--- src/rtl/instr_encoder.sv ---
// Streaming RV32I I-format encoder (OP-IMM, LW, JALR) with immediate range checks,
// a 2-entry output FIFO under valid/ready flow control, and encode/error counters.
module instr_encoder #(
  parameter int unsigned CNT_W = 16,
  parameter int unsigned ERR_W = 8
) (
  input  logic             clk,
  input  logic             rst_n,
  input  logic             in_valid,
  output logic             in_ready,
  input  logic [1:0]       in_op,
  input  logic [4:0]       in_rd,
  input  logic [4:0]       in_rs1,
  input  logic [2:0]       in_funct3,
  input  logic             in_srai,
  input  logic [31:0]      in_imm,
  output logic             out_valid,
  input  logic             out_ready,
  output logic [31:0]      out_instr,
  output logic             out_err,
  output logic [CNT_W-1:0] enc_count,
  output logic [ERR_W-1:0] err_count
);

  localparam int unsigned INSTR_W = 32;
  localparam int unsigned CNT_FW  = 2;
  localparam logic [6:0]  OPC_OP_IMM = 7'b0010011;
  localparam logic [6:0]  OPC_LOAD   = 7'b0000011;
  localparam logic [6:0]  OPC_JALR   = 7'b1100111;
  localparam logic [2:0]  F3_LW      = 3'b010;
  localparam logic [2:0]  F3_JALR    = 3'b000;
  localparam logic [INSTR_W-1:0] NOP_WORD = 32'h0000_0013;
  localparam logic [CNT_FW-1:0]  FIFO_FULL = 2'd2;

  // Combinational encoder for the word offered on the input this cycle
  logic [6:0]         w_opcode;
  logic [2:0]         w_f3;
  logic               w_is_shift;
  logic [11:0]        w_imm12;
  logic               w_imm_err;
  logic [INSTR_W-1:0] w_instr;
  logic               w_err;

  always_comb begin
    w_opcode   = OPC_OP_IMM;
    w_f3       = in_funct3;
    w_is_shift = 1'b0;
    w_imm12    = in_imm[11:0];
    w_imm_err  = 1'b0;
    w_instr    = NOP_WORD;
    w_err      = 1'b0;

    case (in_op)
      2'b00: begin
        w_opcode   = OPC_OP_IMM;
        w_f3       = in_funct3;
        w_is_shift = (in_funct3[1:0] == 2'b01);
      end
      2'b01: begin
        w_opcode = OPC_LOAD;
        w_f3     = F3_LW;
      end
      2'b10: begin
        w_opcode = OPC_JALR;
        w_f3     = F3_JALR;
      end
      default: begin
        w_opcode = OPC_OP_IMM;
        w_f3     = 3'b000;
      end
    endcase

    // Shifts carry a 5-bit shamt; bit 10 selects arithmetic right shift
    if (w_is_shift) begin
      w_imm12   = {1'b0, in_srai & in_funct3[2], 5'b00000, in_imm[4:0]};
      w_imm_err = |in_imm[31:5];
    end else begin
      w_imm12   = in_imm[11:0];
      w_imm_err = ~((&in_imm[31:11]) | ~(|in_imm[31:11]));
    end

    if (in_op == 2'b11) begin
      w_instr = NOP_WORD;
      w_err   = 1'b1;
    end else begin
      w_instr = {w_imm12, in_rs1, w_f3, in_rd, w_opcode};
      w_err   = w_imm_err;
    end
  end

  // FIFO state: head slot drives the outputs directly, tail holds the second word
  logic [CNT_FW-1:0]  r_count;
  logic               r_in_ready;
  logic               r_out_valid;
  logic [INSTR_W-1:0] r_head_instr;
  logic               r_head_err;
  logic [INSTR_W-1:0] r_tail_instr;
  logic               r_tail_err;
  logic [CNT_W-1:0]   r_enc_count;
  logic [ERR_W-1:0]   r_err_count;

  logic              w_push;
  logic              w_pop;
  logic [CNT_FW-1:0] w_count_nxt;

  always_comb begin
    w_push      = in_valid & r_in_ready;
    w_pop       = r_out_valid & out_ready;
    w_count_nxt = r_count;
    case ({w_push, w_pop})
      2'b10:   w_count_nxt = r_count + CNT_FW'(1);
      2'b01:   w_count_nxt = r_count - CNT_FW'(1);
      default: w_count_nxt = r_count;
    endcase
  end

  // in_ready/out_valid are registered from the next count, so a pop from full
  // only reopens the input on the following cycle
  always_ff @(posedge clk or negedge rst_n) begin
    if (!rst_n) begin
      r_count      <= '0;
      r_in_ready   <= 1'b0;
      r_out_valid  <= 1'b0;
      r_head_instr <= '0;
      r_head_err   <= 1'b0;
      r_tail_instr <= '0;
      r_tail_err   <= 1'b0;
    end else begin
      r_count     <= w_count_nxt;
      r_in_ready  <= (w_count_nxt < FIFO_FULL);
      r_out_valid <= (w_count_nxt != '0);

      if (w_pop && (r_count == FIFO_FULL)) begin
        r_head_instr <= r_tail_instr;
        r_head_err   <= r_tail_err;
      end

      if (w_push) begin
        if ((r_count == '0) || ((r_count == CNT_FW'(1)) && w_pop)) begin
          r_head_instr <= w_instr;
          r_head_err   <= w_err;
        end else begin
          r_tail_instr <= w_instr;
          r_tail_err   <= w_err;
        end
      end
    end
  end

  // Output-handshake counter wraps; error counter saturates at all-ones
  always_ff @(posedge clk or negedge rst_n) begin
    if (!rst_n) begin
      r_enc_count <= '0;
      r_err_count <= '0;
    end else begin
      if (w_pop) begin
        r_enc_count <= r_enc_count + CNT_W'(1);
      end
      if (w_push && w_err && (r_err_count != '1)) begin
        r_err_count <= r_err_count + ERR_W'(1);
      end
    end
  end

  assign in_ready  = r_in_ready;
  assign out_valid = r_out_valid;
  assign out_instr = r_head_instr;
  assign out_err   = r_head_err;
  assign enc_count = r_enc_count;
  assign err_count = r_err_count;

endmodule

--- config.mk ---
export PLATFORM = sky130hd
export DESIGN_NAME = instr_encoder
export DESIGN_NICKNAME = d
export VERILOG_FILES = /design/src/rtl/instr_encoder.sv
export SDC_FILE = /design/constraint.sdc
export NUM_CORES = 1
export LEC_CHECK = 0
export CORE_MARGIN = 10
export CORE_UTILIZATION = 44
export DETAILED_ROUTE_END_ITERATION = 6
export PLACE_DENSITY = 0.82
export SKIP_CTS_REPAIR_TIMING = 1
export SLEW_MARGIN = 40
export SYNTH_ARGS = -nofsm -noshare
export SYNTH_HDL_FRONTEND = slang
export SYNTH_SLANG_ARGS = --single-unit
--- constraint.sdc ---
create_clock -name clk -period 1.5 [get_ports clk]
set_input_delay 0.15 -clock clk [delete_from_list [all_inputs] [get_ports clk]]
set_output_delay 0.15 -clock clk [all_outputs]
set_load 0.005 [all_outputs]
==> flow_summary.toml <==
[status]
run_status = "finished with violations"
failed_checks = "setup timing"

[layout]
synthToLayoutAreaGrowth_pct = 62.2
regArea_um2 = 2250
layout-drive-gt1-share = 0.270
fill_cells = 638
final_common_cell = "dfrtp_1"
final_nets = 657
final_cell_mix = "dfrtp_1 (90), clkdlybuf4s50_1 (84), buf_4 (57)"
multi_input_area_um2 = 2150
postLayoutCoreUtil = 0.734

[sta]
hold_viol = 0
setup_viol = 26
grt_setup_unrepaired = "true"
slew_violations = 0
finClkSkew_ps = 9.05
finalCritPeriodShare = 1.10
max_slew_margin = 0.794
whs_ps = 93.8
period_minus_slack_ps = 1640
max_freq_mhz = 608
worstMarginPinSlew_ps = 306
timing.final.ws_setup_ps = -144

[clock_tree]
cts_buffers = 9
clock_sinks = 90
clk_path_buf_depth = 2
clock_latency_ps = 360
cts_tree = "built"
cts_root_buffer = "clkbuf_8"
path_clk_slew_ps = 100
htree_num_levels = 3

[setup_path]
cp-end-kind = "register"
cp.arrival_ps = 1910
cp-start-kind = "register"
worstPathRequired_ps = 1760
cpPeakStageDelay_ps = 400
rrSetupSlack_ps = -140
rr_worst_depth = 9
worstPathCellList = "inv_2 > ha_2 > a21oi_4 > buf_6 > nor2_4 > buf_12 > buf_12 > a211oi_2 > a21oi_1"
path_max_fanout = 7
worstSetupPathType = "reg -> reg"
cpMaxStageDelayCell = "dfrtp_1"
path_common_cell = "buf_12"
rr_startpoint = "r_count[1]"
r2r_end = "out_instr[18]"

[floorplanning]
dieArea_um2 = 13800
die_h_um = 118
fp.coreArea_um2 = 9240
die_x_um = 118
ios = 111
initial_core_util = 0.453
rows = 35

[synthesis]
ys_warn_count = 0
syn_nets = 477
ys_top_cells_by_area = "dfrtp_1 (54%), nand2_1 (5.4%), and3_1 (4.5%)"
syn_avg_cell_area_um2 = 10.1
synthCells = 414
synth_cell_types = 38
synth_top_area_cell = "dfrtp_1"
synth_flop_cell = "dfrtp_1"
ys_seq_area_frac = 0.538
yosys_register_bits = 90
ys_async_sr_fraction = 1.00
synth-edff-count = 0
netlist.area_leader.share = 0.538
syn-cell-area_um2 = 4180

[placement]
place.gp.congestion = 0.807
hpwl_um = 8940
dp_slack_ps = -633
port_buffers = 110

[pwr]
power_density_nw_per_um2 = 1640
peakVddDrop_uv = 864
power.total_mw = 11.1
p_leak_nw = 3.21

[grt]
grt_max_degree = 37
grt_remaining_overflow = 0
first_global_vias = 4040
antenna_found_initial = 1
grt_usage = 0.169
grt_pass1_wl_um = 19800

[worst_hold_path]
hold_start = "in_imm[7]"
hp-class = "in -> reg"
hold_depth = 3
holdPathEnd = "out_instr[27]"

[route]
wl_per_cell_um = 18.4
dr.pass1.iters = 4
via_per_inst = 5.38
ant_nets = 0
route.detailed.drc = 0
drt-total-wl_um = 13400
vias = 3925
first_iter_violations = 238

[job]
cap_violations = 0
state kept, by name, indices dropped and copies added, names as in the netlist:
signal and count:
r_tail_err 1, r_count 2, r_tail_instr 28, out_valid 1, out_instr 32, err_count 8, enc_count 16, out_err 1
in_ready 1
critical path: cells and delay by family, from the launching register on:
family	cells	cell delay, ps
AND/OR/NAND/NOR	1	180
AO/OA/AOI/OAI	3	300
flip-flops	1	400
adder cells (fa/ha/maj)	1	190
buffers and inverters	4	480
cell families after synthesis:
| group | Yosys count | synth area share |
|---|---|---|
| multiplexers | 10 | 0.0254 |
| adder cells (fa/ha/maj) | 11 | 0.0329 |
| AO/OA/AOI/OAI | 91 | 0.130 |
| AND/OR/NAND/NOR | 162 | 0.202 |
| XOR/XNOR | 20 | 0.0419 |
| flip-flops | 90 | 0.538 |
| buffers and inverters | 30 | 0.0293 |
metrics by stage:
stage / std cells / setup TNS [ps] / cell area [um2]
finish: 729 / -1530 / 6790
global route: 729 / -3380 / 6790
CTS: 706 / -8920 / 6120
detailed placement: 690 / -22490 / 5890
global placement: 690 / -20630 / 5890
floorplan: 414 / -340 / 4220
synthesized netlist by cell type (4+ instances only):
| library cell | number |
|---|---|
| nor2_1 | 12 |
| a21oi_1 | 31 |
| nand3_1 | 12 |
| nand2b_1 | 18 |
| nor3_1 | 4 |
| nor4_1 | 5 |
| a211oi_1 | 24 |
| nand4_1 | 10 |
| dfrtp_1 | 90 |
| ha_1 | 11 |
| mux2i_1 | 5 |
| and3_1 | 30 |
| xnor2_1 | 17 |
| mux2_1 | 5 |
| clkbuf_1 | 16 |
| inv_1 | 7 |
| nand2_1 | 60 |
| o21ai_1 | 27 |
final cells by class:
type | instances | area share
antenna | 1 | 0.000369
clock buffer | 11 | 0.0208
clock inverter | 5 | 0.0127
inverter | 8 | 0.00443
multi-input combinational | 294 | 0.316
sequential | 90 | 0.332
tap | 129 | 0.0238
timing repair buffer | 191 | 0.290
power by group:
| group | switching [mW] | internal [mW] |
|---|---|---|
| registers | 0.654 | 3.37 |
| logic | 2.27 | 2.96 |
| clock network | 0.881 | 0.997 |
worst max path at each step:
stage / to / startpoint / slack [ps]
CTS: err_count[1] / in_imm[9] / -270
floorplan: err_count[1] / in_imm[10] / -100
finish: out_instr[18] / r_count[1] / -140
detailed placement: err_count[1] / in_imm[9] / -630
global placement: err_count[1] / in_imm[9] / -610
global route: out_instr[18] / r_count[1] / -200
metal layers:
| layer | routed length (um) | track usage |
|---|---|---|
| met5 | 0 | 0 |
| met4 | 440 | 0.0781 |
| met3 | 836 | 0.0441 |
| met2 | 6860 | 0.288 |
| met1 | 5300 | 0.193 |
No activity file was read; power rests on OpenSTA's default activity.
